### src/rtl/ifetch_unit_pkg.sv
// ============================================================================
// Module      : ifetch_unit_pkg
// Description : Shared types and constants for the instruction-fetch unit.
// Revision    : 1.0 - initial release
// ============================================================================
`default_nettype none

package ifetch_unit_pkg;

  localparam logic        c_PC_REG_NPC  = 1'b1;
  localparam logic        c_PC_REG_HOLD = 1'b0;
  localparam logic [31:0] c_INSTR_NOP   = 32'h0000_0000;

  typedef enum logic [1:0] {
    IF_IDLE  = 2'b00,
    IF_REQ   = 2'b01,
    IF_DRAIN = 2'b10,
    IF_HALT  = 2'b11
  } if_state_t;

  typedef struct packed {
    logic [31:0] pc;
    logic [31:0] instr;
    logic        exc;
  } fetch_entry_t;

  function automatic logic [31:0] word_addr(input logic [31:0] a);
    return {a[31:2], 2'b00};
  endfunction

  function automatic logic is_misaligned(input logic [31:0] a);
    return a[1:0] != 2'b00;
  endfunction

endpackage

`default_nettype wire

### src/rtl/ifetch_unit_if.sv
// ============================================================================
// Module      : ifetch_unit_if
// Description : PC-register, instruction-memory and IF/ID signals of the fetch unit.
// Revision    : 1.0 - initial release
// ============================================================================
`default_nettype none

interface ifetch_unit_if;
  logic [31:0] pc;
  logic        pc_write;
  logic        imem_req;
  logic [31:0] imem_addr;
  logic        imem_ack;
  logic [31:0] imem_rdata;
  logic        if_valid;
  logic [31:0] if_instr;
  logic [31:0] if_pc;
  logic        if_exc;
  logic        id_ready;
  logic        flush;

  modport master (
    input  pc, imem_ack, imem_rdata, id_ready, flush,
    output pc_write, imem_req, imem_addr, if_valid, if_instr, if_pc, if_exc
  );

  modport slave (
    output pc, imem_ack, imem_rdata, id_ready, flush,
    input  pc_write, imem_req, imem_addr, if_valid, if_instr, if_pc, if_exc
  );
endinterface

`default_nettype wire

### src/rtl/ifetch_unit_fifo.sv
// ============================================================================
// Module      : ifetch_unit_fifo
// Description : DEPTH-entry {pc, instr, exc} FIFO with push, pop and clear.
// Revision    : 1.0 - initial release
// ============================================================================
`default_nettype none

module ifetch_unit_fifo
  import ifetch_unit_pkg::*;
#(
  parameter int DEPTH = 2,
  parameter int PTR_W = 1
) (
  input  wire logic         clock,
  input  wire logic         reset,
  input  wire logic         i_push,
  input  wire fetch_entry_t i_push_data,
  input  wire logic         i_pop,
  input  wire logic         i_clear,
  output fetch_entry_t      o_head,
  output logic              o_head_valid,
  output logic [PTR_W:0]    o_count
);

  fetch_entry_t     r_mem [DEPTH];
  logic [PTR_W-1:0] r_wr_ptr;
  logic [PTR_W-1:0] r_rd_ptr;
  logic [PTR_W:0]   r_count;
  logic             w_pop_ok;

  // Popping an empty FIFO is a no-op.
  assign w_pop_ok = i_pop & (r_count != '0);

  always_ff @(posedge clock or posedge reset) begin
    if (reset) begin
      for (int i = 0; i < DEPTH; i++) begin
        r_mem[i] <= '0;
      end
      r_wr_ptr <= '0;
      r_rd_ptr <= '0;
      r_count  <= '0;
    end else if (i_clear) begin
      r_wr_ptr <= '0;
      r_rd_ptr <= '0;
      r_count  <= '0;
    end else begin
      if (i_push) begin
        r_mem[r_wr_ptr] <= i_push_data;
        r_wr_ptr        <= r_wr_ptr + 1'b1;
      end
      if (w_pop_ok) begin
        r_rd_ptr <= r_rd_ptr + 1'b1;
      end
      case ({i_push, w_pop_ok})
        2'b10:   r_count <= r_count + 1'b1;
        2'b01:   r_count <= r_count - 1'b1;
        default: r_count <= r_count;
      endcase
    end
  end

  assign o_head       = r_mem[r_rd_ptr];
  assign o_head_valid = (r_count != '0);
  assign o_count      = r_count;

endmodule

`default_nettype wire

### src/rtl/ifetch_unit.sv
// ============================================================================
// Module      : ifetch_unit
// Description : Instruction fetch: PC sampling, imem req/ack, IF/ID buffering.
// Revision    : 1.0 - initial release
// ============================================================================
`default_nettype none

module ifetch_unit
  import ifetch_unit_pkg::*;
#(
  parameter int DEPTH = 2,
  parameter int PTR_W = 1
) (
  input  wire logic    clock,
  input  wire logic    reset,
  ifetch_unit_if.master bus
);

  localparam logic [PTR_W:0] c_DEPTH_CNT = (PTR_W + 1)'(DEPTH);

  if_state_t      r_state;
  if_state_t      w_state_next;
  logic [31:0]    r_imem_addr;
  logic           w_addr_load;
  logic           w_push;
  logic           w_pop;
  logic           w_room;
  logic           w_head_valid;
  fetch_entry_t   w_push_data;
  fetch_entry_t   w_head;
  logic [PTR_W:0] w_count;

  // Only one fetch is ever outstanding, so checking room at issue keeps push off a full FIFO.
  assign w_room = (w_count < c_DEPTH_CNT);
  assign w_pop  = w_head_valid & bus.id_ready & ~bus.flush;

  always_ff @(posedge clock or posedge reset) begin
    if (reset) begin
      r_state <= IF_IDLE;
    end else begin
      r_state <= w_state_next;
    end
  end

  always_ff @(posedge clock or posedge reset) begin
    if (reset) begin
      r_imem_addr <= '0;
    end else if (w_addr_load) begin
      r_imem_addr <= word_addr(bus.pc);
    end
  end

  always_comb begin
    w_state_next = r_state;
    w_addr_load  = 1'b0;
    w_push       = 1'b0;
    w_push_data  = '0;
    case (r_state)
      IF_IDLE: begin
        if (!bus.flush && w_room) begin
          if (is_misaligned(bus.pc)) begin
            w_push       = 1'b1;
            w_push_data  = '{pc: bus.pc, instr: c_INSTR_NOP, exc: 1'b1};
            w_state_next = IF_HALT;
          end else begin
            w_addr_load  = 1'b1;
            w_state_next = IF_REQ;
          end
        end
      end
      IF_REQ: begin
        if (bus.imem_ack) begin
          if (!bus.flush) begin
            w_push      = 1'b1;
            w_push_data = '{pc: r_imem_addr, instr: bus.imem_rdata, exc: 1'b0};
          end
          w_state_next = IF_IDLE;
        end else if (bus.flush) begin
          // Memory cannot abort: keep requesting and throw the data away.
          w_state_next = IF_DRAIN;
        end
      end
      IF_DRAIN: begin
        if (bus.imem_ack) begin
          w_state_next = IF_IDLE;
        end
      end
      IF_HALT: begin
        if (bus.flush) begin
          w_state_next = IF_IDLE;
        end
      end
      default: w_state_next = IF_IDLE;
    endcase
  end

  ifetch_unit_fifo #(
    .DEPTH (DEPTH),
    .PTR_W (PTR_W)
  ) u_fifo (
    .clock        (clock),
    .reset        (reset),
    .i_push       (w_push),
    .i_push_data  (w_push_data),
    .i_pop        (w_pop),
    .i_clear      (bus.flush),
    .o_head       (w_head),
    .o_head_valid (w_head_valid),
    .o_count      (w_count)
  );

  assign bus.imem_req  = (r_state == IF_REQ) || (r_state == IF_DRAIN);
  assign bus.imem_addr = r_imem_addr;
  assign bus.pc_write  = ((r_state == IF_REQ) && bus.imem_ack && !bus.flush)
                         ? c_PC_REG_NPC : c_PC_REG_HOLD;
  assign bus.if_valid  = w_head_valid;
  assign bus.if_instr  = w_head.instr;
  assign bus.if_pc     = w_head.pc;
  assign bus.if_exc    = w_head.exc;

endmodule

`default_nettype wire

### src/flat_wrapper.sv
// flat-port wrapper written by rule: the top's interface ports become plain ports
module ifetch_unit_flat import ifetch_unit_pkg::*;
#(
  parameter int DEPTH = 2,
  parameter int PTR_W = 1
)
  (clock, reset, bus_pc, bus_imem_ack, bus_imem_rdata, bus_id_ready, bus_flush, bus_pc_write, bus_imem_req, bus_imem_addr, bus_if_valid, bus_if_instr, bus_if_pc, bus_if_exc);
  ifetch_unit_if bus_i ();
  input  wire logic clock;
  input  wire logic reset;
  input wire logic [$bits(bus_i.pc)-1:0] bus_pc;
  input wire logic [$bits(bus_i.imem_ack)-1:0] bus_imem_ack;
  input wire logic [$bits(bus_i.imem_rdata)-1:0] bus_imem_rdata;
  input wire logic [$bits(bus_i.id_ready)-1:0] bus_id_ready;
  input wire logic [$bits(bus_i.flush)-1:0] bus_flush;
  output wire logic [$bits(bus_i.pc_write)-1:0] bus_pc_write;
  output wire logic [$bits(bus_i.imem_req)-1:0] bus_imem_req;
  output wire logic [$bits(bus_i.imem_addr)-1:0] bus_imem_addr;
  output wire logic [$bits(bus_i.if_valid)-1:0] bus_if_valid;
  output wire logic [$bits(bus_i.if_instr)-1:0] bus_if_instr;
  output wire logic [$bits(bus_i.if_pc)-1:0] bus_if_pc;
  output wire logic [$bits(bus_i.if_exc)-1:0] bus_if_exc;
  assign bus_i.pc = bus_pc;
  assign bus_i.imem_ack = bus_imem_ack;
  assign bus_i.imem_rdata = bus_imem_rdata;
  assign bus_i.id_ready = bus_id_ready;
  assign bus_i.flush = bus_flush;
  assign bus_pc_write = bus_i.pc_write;
  assign bus_imem_req = bus_i.imem_req;
  assign bus_imem_addr = bus_i.imem_addr;
  assign bus_if_valid = bus_i.if_valid;
  assign bus_if_instr = bus_i.if_instr;
  assign bus_if_pc = bus_i.if_pc;
  assign bus_if_exc = bus_i.if_exc;
  ifetch_unit #(.DEPTH(DEPTH), .PTR_W(PTR_W)) u_core (.clock(clock), .reset(reset), .bus(bus_i));
endmodule
### config.mk
export PLATFORM = sky130hd
export DESIGN_NAME = ifetch_unit_flat
export DESIGN_NICKNAME = d
export VERILOG_FILES = /design/src/rtl/ifetch_unit_pkg.sv /design/src/rtl/ifetch_unit_if.sv /design/src/rtl/ifetch_unit_fifo.sv /design/src/rtl/ifetch_unit.sv /design/src/flat_wrapper.sv
export SDC_FILE = /design/constraint.sdc
export NUM_CORES = 1
export LEC_CHECK = 0
export CORE_ASPECT_RATIO = 0.5
export CORE_MARGIN = 3
export CORE_UTILIZATION = 45
export CTS_CLUSTER_DIAMETER = 120
export DETAILED_ROUTE_END_ITERATION = 7
export PLACE_DENSITY = 0.82
export SYNTH_ARGS = -nofsm -noshare
export SYNTH_HDL_FRONTEND = slang
export SYNTH_SLANG_ARGS = --single-unit
### constraint.sdc
create_clock -name clock -period 5.75 [get_ports clock]
set_input_delay 1.4375 -clock clock [delete_from_list [all_inputs] [get_ports clock]]
set_output_delay 1.4375 -clock clock [all_outputs]
set_load 0.03 [all_outputs]
==> summary.txt, run 1 <==
Drt
  • Vias: about 5500
  • Via density: about 5.6
  • DRT Pass-1 Iters: 4
  • DRC Markers: 0
  • Wirelength, routed: 18.53 mm
  • DR iter-0 viols: between 300 and 400
  • Post-DRT Antenna Nets: 0
  • Avg WL per Cell: around 19 um

Synthesis
  • Biggest area consumer among synthesized cells: dfrtp_1
  • Synth Register Bits: 166
  • Most instantiated cells after synthesis: 166 x dfrtp_1, 97 x mux2_2, 76 x nand2_1, 46 x o21ai_0, 40 x o2bb2ai_1
  • Ys async rst share: 100.0%
  • Cell with the most instances after synthesis: dfrtp_1
  • Post-Syn Area per Cell: 12.34 um^2
  • Yosys synthesis warning count: 0
  • Area contributors post-synth: dfrtp_1 56%, mux2_2 15%, o2bb2ai_1 4.8%
  • Cell variety after synth: 34
  • Post-synth EDFFs: 0
  • Synth Flop Type: dfrtp_1
  • Sequential share of the synthesized area: 56.48%
  • Yosys top cell area share: 56.48%
  • Cell Area, Synth: 7355 um^2
  • Cells after synthesis: 596

Setup path
  • Most common cell on crit path: clkdlybuf4s50_1
  • CP arrival: ~3200 ps
  • CP Class: primary input to output port
  • Crit start category: primary input
  • Crit path required time: ~4300 ps
  • Max Fanout on Critical Path: 9
  • CP Cell Sequence: clkdlybuf4s50_1, nand3b_1, inv_2, clkdlybuf4s50_1
  • Max incr delay on CP: slightly below 700 ps
  • Critical path endpoint category: output port
  • FF-to-FF setup slack: 2860 ps
  • Crit path max-delay cell type: clkdlybuf4s50_1

Final layout
  • Reg area: slightly above 4000 um^2
  • Area growth from synthesis to layout: 32.20%
  • Fillcell total: roughly 1300
  • Final instance area: ~10000 um^2
  • Layout cell share with drive strength beyond 1: around a fifth
  • Multi-input logic area: about 2900 um^2
  • Nets: approximately 820
  • Util after Layout: between 60% and 70%
  • ANT cells: 0

CTS
  • Clock Tree Buf Depth: 2
  • CTS tree: built
  • Total CTS buffers: 17
  • Hold-fix buffers, CTS: 0
  • Htree depth: 4
  • Clk sink count: about 170
  • Clk_lat worst skew: between 400 and 500 ps
  • Post-CTS setup buffers: 0
  • Number of gates resized after CTS: 0
  • CTS root buffer: clkbuf_16
  • Clk pin slew, worst setup/hold paths: roughly 60 ps

Global routing
  • Largest net degree at the start of global routing: between 150 and 200
  • Antenna violations before repair: 0
  • GRT Total Usage: slightly above 20%
  • Total grt overflow: 0
  • First-pass GRT wire length: 29.86 mm
  • Vias in the first global route: 5773

STA
  • Setup tns final: 0 ps
  • Final hold vios: 0
  • Worst hold slack: between 400 and 500 ps
  • Clock Skew: about 12 ps
  • Min Tclk post-route: roughly 4700 ps
  • RSZ-0062 raised after global routing: false
  • Period utilization: around four fifths
  • Max-slew violations: 0
  • Slew @ Worst Pin: 1126 ps
  • Final Setup Violations: 0
  • Max_slew headroom: around 25%
  • Fmax achieved: 0.2139 GHz

Power
  • Power Total: just under 0.006 W
  • P_leak: about 4 nW
  • Peak supply drop: slightly above 0.3 mV
  • Pwr dens: 595.5 nW/um^2

Min path
  • Worst Hold Class: flip-flop to flip-flop

Placement
  • Placement-stage cell area: ~9000 um^2
  • Post-DP HPWL: roughly 12 mm
  • PortBufs: 166
  • RePlAce Congestion: approximately 0.74

Floorplan
  • Core area: roughly 16000 um^2
  • Cell Rows: 32
  • Io pins: between 150 and 200
  • Die area: 18010 um^2
  • Die width: roughly 190 um
  • Initial Utilization: between 40% and 50%
  • Die Height: around 96 um

Run
  • Max_cap viols: 0

Status
  • Outcome: completed
area by class of cell:
cell class              instances  area share [%]
well taps                     221           2.844
flip-flops and latches        166           42.75
inverters                       8          0.3474
repair buffers                176           17.99
clock inverters                11          0.9394
multi-input cells             375           30.29
clock buffers                  21           4.838
registers in the layout (all words and copies together), names as in the netlist:
signal / cells
u_core.bus.imem_addr: 30
u_core.u_fifo.r_rd_ptr: 1
u_core.u_fifo.o_count: 2
u_core.r_state: 2
u_core.u_fifo.r_mem: 130
u_core.u_fifo.r_wr_ptr: 1
report_power, final:
| group | internal (W) | leakage (nW) | switching, W |
|---|---|---|---|
| logic | 0.00125 | 1.68 | 0.00149 |
| clock network | 0.000596 | 0.263 | 0.000477 |
| registers | 0.00167 | 2.12 | 0.000303 |
worst paths after layout:
check	from	endpoint	cells past startpoint
max	bus_flush	bus_pc_write	4
min	u_core.u_fifo.r_mem[47]	u_core.u_fifo.r_mem[47]	1
max reg2reg	u_core.r_state[1]	u_core.u_fifo.r_mem[66]	8
min reg2reg	u_core.u_fifo.r_mem[47]	u_core.u_fifo.r_mem[47]	1
max in group asynchronous	reset	u_core.u_fifo.r_rd_ptr	3
min in group asynchronous	reset	u_core.u_fifo.r_mem[102]	3
routing by layer:
layer | track usage [%] | up-vias | routed length (um)
li1 | - | 2516 | -
met1 | 25.49 | 2825 | 7936
met2 | 37.55 | 135 | 9592
met3 | 4.108 | 21 | 706
met4 | 6.662 | 0 | 290
met5 | 0 | - | 0
critical path: cells and delay by family:
| family | cells | cell delay, ps |
|---|---|---|
| buffers and inverters | 3 | 1390 |
| and+or+nand+nor | 1 | 400 |
cells in the final DEF, fill, tap and decap left out, types with 3 or more instances in the layout:
cell type | synthesis | routed
a21oi_1 | 5 | 5
a22o_1 | 30 | 30
a22oi_1 | 20 | 20
a32o_1 | 30 | 30
buf_4 | 3 | 9
clkbuf_16 | 0 | 17
clkbuf_8 | 0 | 3
clkdlybuf4s50_1 | 0 | 166
clkinv_4 | 0 | 3
clkinvlp_4 | 0 | 5
dfrtp_1 | 166 | 164
ha_1 | 4 | 4
inv_1 | 7 | 5
inv_6 | 0 | 4
mux2_2 | 97 | 97
nand2_1 | 76 | 76
nor2_1 | 7 | 6
o21ai_0 | 46 | 46
o2bb2ai_1 | 40 | 40
stage by stage:
step / setup slack, ps / std cells
6_report: 1075 / 978
5_1_grt: 989.5 / 978
4_1_cts: 1062 / 978
3_5_place_dp: 1073 / 946
3_3_place_gp: 1130 / 946
2_1_floorplan: 1904 / 597
cells by family after synthesis:
kind of cell	Yosys count	share of synthesized area, %
compound gates	176	18.59
flops	166	56.48
mux	98	14.99
simple gates	93	5.410
buf+inv	56	3.556
fa+ha+maj	4	0.6805
xor+xnor	2	0.2382
other cells	1	0.05099
Power figures use the tool's default switching activity.
==> run 2: changes to the inputs <==
Settings changed: CORE_UTILIZATION 45 to 50, PLACE_DENSITY 0.82 to 0.86.
Clock period 5.75 ns to 4.6 ns, I/O delays scaled along.
==> summary.txt, run 2 (synthesis gave the netlist of run 1 again) <==
Power
  • Pint: roughly 0.0045 W
  • P_leak: 4.100 nW
  • Share of total power in sequential cells: between 30% and 40%
  • Sw Ratio: between 30% and 40%
  • Pwr dens: 758.4 nW/um^2
  • P_sw: around 0.0029 W
  • Clock network power share: between 20% and 30%
  • Logic pwr share: between 40% and 50%
  • Peak supply drop: 0.3893 mV

Setup path
  • Max Fanout on Critical Path: 45
  • CP Class: flip-flop to output port
  • Critical path endpoint category: output port
  • FF-to-FF setup slack: 1890 ps
  • Crit path required time: between 3000 and 4000 ps
  • CP arrival: around 2500 ps
  • Crit start category: flip-flop

Drt
  • Via density: 5.807
  • Vias: around 5500
  • DR iter-0 viols: 447
  • DRC Markers: 0
  • Avg WL per Cell: a little under 20 um
  • Post-DRT Antenna Nets: 0
  • DRT Pass-1 Iters: 5
  • Wirelength, routed: 18.26 mm

STA
  • Final Setup Violations: 0
  • Period utilization: ~79%
  • Final hold vios: 0
  • Fmax achieved: 0.2737 GHz
  • Clock Skew: ~13 ps
  • RSZ-0062 raised after global routing: false
  • Min Tclk post-route: about 3700 ps
  • Max_slew headroom: about 34%
  • Final WS setup: ~950 ps
  • Worst hold slack: roughly 480 ps
  • Slew @ Worst Pin: a little under 1000 ps
  • Setup tns final: 0 ps
  • Max-slew violations: 0

Placement
  • RePlAce Congestion: 0.7934
  • Placement-stage cell area: a little over 9000 um^2
  • PortBufs: 166
  • Post-DP HPWL: around 12 mm
  • Post-Place Setup Slack: 755.5 ps

CTS
  • CTS tree: built
  • Htree depth: 4
  • Clk sink count: ~170
  • Hold-fix buffers, CTS: 0
  • Clock Tree Buf Depth: 2
  • Number of gates resized after CTS: 0
  • Clk_lat worst skew: around 420 ps
  • Clk pin slew, worst setup/hold paths: about 60 ps
  • CTS root buffer: clkbuf_16
  • Total CTS buffers: 17
  • Post-CTS setup buffers: 0

Global routing
  • Total grt overflow: 0
  • Vias in the first global route: approximately 5800
  • First-pass GRT wire length: 30.22 mm
  • Antenna violations before repair: 0
  • Largest net degree at the start of global routing: 87
  • GRT Total Usage: 23.07%

Floorplan
  • Core area: roughly 14000 um^2
  • Die Height: just over 90 um
  • Initial Utilization: a little over half
  • Cell Rows: 30
  • Die area: around 16000 um^2
  • Die width: around 180 um
  • Io pins: approximately 170

Min path
  • Worst Hold Class: flip-flop to flip-flop

Status
  • Outcome: completed

Final layout
  • Layout cell share with drive strength beyond 1: approximately a fifth
  • Max reg flops: 130
  • Area growth from synthesis to layout: 32.66%
  • ANT cells: 0
  • Nets: slightly above 800
  • Largest Register: u_core.u_fifo.r_mem
  • Final instance area: 9757 um^2
  • Commonest cells after routing, fill and taps aside: 165 x clkdlybuf4s50_1, 164 x dfrtp_1, 97 x mux2_2
  • Most common cell after layout, fill and taps aside: clkdlybuf4s50_1

Run
  • Max_cap viols: 0
==> run 2: cell types whose count changed in the layout (fill, tap and decap cells not counted), sizes merged <==
cell,previous run,this run
clkinvlp,5,4
clkinv,3,2
inv,11,12
buf,10,11
bufinv,0,3
clkdlybuf4s50,166,165
clkbuf,21,18
==> run 2: routing by layer <==
| layer | vias to the layer above | GRT usage, % | part of all wire, % |
|---|---|---|---|
| li1 | 2493 | - | - |
| met1 | 2820 | 31.10 | 44 |
| met2 | 171 | 38.66 | 50 |
| met3 | 21 | 4.053 | 4.7 |
| met4 | 0 | 6.527 | 1.3 |
| met5 | - | 0 | 0 |
==> run 2: worst paths after layout <==
| kind | startpoint | endpoint | cells past startpoint |
|---|---|---|---|
| min | u_core.u_fifo.r_mem[0] | u_core.u_fifo.r_mem[0] | 1 |
| max reg2reg | u_core.r_state[1] | u_core.u_fifo.r_mem[19] | 8 |
| max in group asynchronous | reset | u_core.u_fifo.r_mem[112] | 3 |
| min in group asynchronous | reset | u_core.u_fifo.r_mem[101] | 3 |
| min reg2reg | u_core.u_fifo.r_mem[0] | u_core.u_fifo.r_mem[0] | 1 |
| max | u_core.u_fifo.r_rd_ptr | bus_if_instr[14] | 3 |
==> run 2: cell type report <==
cell class                      count  area [um^2]
Clock inverter                     13        170.2
Inverter                            8        33.78
Fill cell                        1007         4207
Multi-Input combinational cell    375         2945
Sequential cell                   166         4156
Clock buffer                       18        439.2
Timing Repair Buffer              176         1772
Tap cell                          192        240.2
==> run 2: critical path: stages, from the launching register on <==
cell and delay (ps):
dfrtp_2 740, buf_12 330, mux2_2 390, clkdlybuf4s50_1 600
==> run 2: power by group through the flow <==
stage | registers (W) | logic, W | clock network, W
final | 0.00248 | 0.00343 | 0.00148
after global routing | 0.00256 | 0.00364 | 0.00157
after CTS | 0.00247 | 0.00346 | 0.00149
after detailed placement | 0.00248 | 0.00345 | 0
after global placement | 0.00245 | 0.00338 | 0
after floorplan | 0.00264 | 0.00200 | 0
==> run 2: per-stage QoR <==
stage | instances | power, W | util (%)
4_1_cts | 948 | 0.007426 | 69.87
6_report | 948 | 0.007399 | 69.87
3_5_place_dp | 917 | 0.005932 | 65.51
5_1_grt | 948 | 0.007770 | 69.87
3_3_place_gp | 917 | 0.005825 | 65.51
2_1_floorplan | 597 | 0.004633 | -
==> run 3: changes to the inputs <==
Clock period 4.6 ns to 3.4 ns, I/O delays scaled along.
==> summary.txt, run 3 (synthesis gave the netlist of run 1 again) <==
Status
  • Outcome: completed

Placement
  • RePlAce Congestion: slightly below 0.8
  • PortBufs: roughly 170
  • Placed Cells: ~930
  • Post-DP HPWL: 12.24 mm
  • Post-Place Setup Slack: 338.0 ps

Drt
  • DR iter-0 viols: roughly 450
  • DRC Markers: 0
  • Vias: 5604
  • Avg WL per Cell: about 20 um
  • Wirelength, routed: ~19 mm
  • Post-DRT Antenna Nets: 0
  • DRT Pass-1 Iters: 5
  • Via density: about 5.9

STA
  • Max-slew violations: 0
  • RSZ-0062 raised after global routing: false
  • Min Tclk post-route: roughly 3000 ps
  • Final hold vios: 0
  • Max_slew headroom: approximately 54%
  • Slew @ Worst Pin: between 600 and 700 ps
  • Clock Skew: about 7.3 ps
  • Final Setup Violations: 0
  • Fmax achieved: ~0.33 GHz
  • Period utilization: 87.96%
  • Final WS setup: a little over 400 ps
  • Setup tns final: 0 ps

CTS
  • Number of gates resized after CTS: 0
  • Total CTS buffers: 17
  • Post-CTS setup buffers: 0
  • CTS tree: built
  • Clk sink count: 166
  • Hold-fix buffers, CTS: 0
  • Htree depth: 4
  • Clock Tree Buf Depth: 2
  • CTS root buffer: clkbuf_16
  • Clk pin slew, worst setup/hold paths: ~70 ps
  • Clk_lat worst skew: between 400 and 500 ps

Final layout
  • Nets: 825
  • Commonest cells after routing, fill and taps aside: 165 x clkdlybuf4s50_1, 164 x dfrtp_1, 97 x mux2_2
  • Most common cell after layout, fill and taps aside: clkdlybuf4s50_1
  • Max reg flops: 130
  • Area growth from synthesis to layout: 32.77%
  • Layout cell share with drive strength beyond 1: 20.92%
  • ANT cells: 0
  • Util after Layout: a little over two thirds
  • Final cell count without fillers: 957
  • Largest Register: u_core.u_fifo.r_mem

Global routing
  • Vias in the first global route: ~5900
  • First-pass GRT wire length: 30.84 mm
  • GRT Total Usage: 23.64%
  • Total grt overflow: 0
  • Antenna violations before repair: 0
  • Largest net degree at the start of global routing: 69

Min path
  • Worst Hold Class: flip-flop to flip-flop
  • Hold Path Origin: u_core.u_fifo.r_mem[0]

Setup path
  • FF-to-FF setup slack: between 900 and 1000 ps
  • Crit start category: flip-flop
  • RR Startpoint: u_core.r_state[0]
  • Critical path endpoint category: output port
  • Max Fanout on Critical Path: 23
  • Crit path required time: about 2600 ps
  • CP arrival: around 2100 ps
  • CP Class: flip-flop to output port
  • Crit path from: u_core.u_fifo.r_rd_ptr

Floorplan
  • Die area: 16290 um^2
  • Core area: ~14000 um^2
  • Die width: between 150 and 200 um
  • Die Height: about 92 um
  • Initial Utilization: between 50% and 60%
  • Cell Rows: 30
  • Io pins: 169

Power
  • Sw Ratio: between 30% and 40%
  • Pint: between 0.005 and 0.006 W
  • Logic pwr share: 47.7%
  • P_leak: approximately 4.1 nW
  • Pwr dens: around 1000 nW/um^2
  • P_sw: around 0.0039 W
  • Clock network power share: a little under a fifth
  • Peak supply drop: about 0.47 mV
  • Share of total power in sequential cells: 33.7%

Run
  • Max_cap viols: 0
-- run 3: metal layers --
metal / global-route usage, % / vias to the layer above / part of all wire [%]
met5: 0 / - / 0
met3: 4.012 / 30 / 4.7
li1: - / 2524 / -
met1: 30.57 / 2874 / 43
met2: 41.17 / 176 / 51
met4: 6.854 / 0 / 1.6
-- run 3: final cells by class --
| class | count | area (um^2) |
|---|---|---|
| repair buffers | 184 | 1832 |
| inverters | 8 | 33.78 |
| clock inverters | 14 | 127.6 |
| well taps | 192 | 240.2 |
| clock buffers | 18 | 429.2 |
| flip-flops and latches | 166 | 4156 |
| multi-input cells | 375 | 2945 |
| fillers | 965 | 4199 |
-- run 3: power by group through the flow --
stage | Clock [W] | Sequential (W) | Combinational (W)
floorplan | 0 | 0.00357 | 0.00270
detailed placement | 0 | 0.00334 | 0.00472
CTS | 0.00186 | 0.00333 | 0.00476
global route | 0.00194 | 0.00344 | 0.00500
finish | 0.00184 | 0.00334 | 0.00472
global placement | 0 | 0.00329 | 0.00462
-- run 3: stage by stage --
stage          power [W]  hold slack [ps]  area [um^2]
6_report        0.009897            484.1         9764
5_1_grt          0.01038            498.2         9764
4_1_cts         0.009953            482.6         9764
3_5_place_dp    0.008055            465.8         9208
3_3_place_gp    0.007909            454.0         9208
2_1_floorplan   0.006268            443.8         7362
-- run 3: worst paths after layout --
kind,cells past startpoint,endpoint
max in group asynchronous,3,u_core.u_fifo.r_mem[71]
worst min register to register,1,u_core.u_fifo.r_mem[0]
worst max-delay path,3,bus_if_pc[18]
worst min-delay path,1,u_core.u_fifo.r_mem[0]
min in group asynchronous,2,u_core.bus.imem_addr[2]
worst max register to register,6,u_core.u_fifo.r_mem[38]
-- run 3: critical path, cell delays in order (launching register included) --
cell and delay [ps]:
dfrtp_2 400, buf_4 330, mux2_2 380, clkdlybuf4s50_1 630
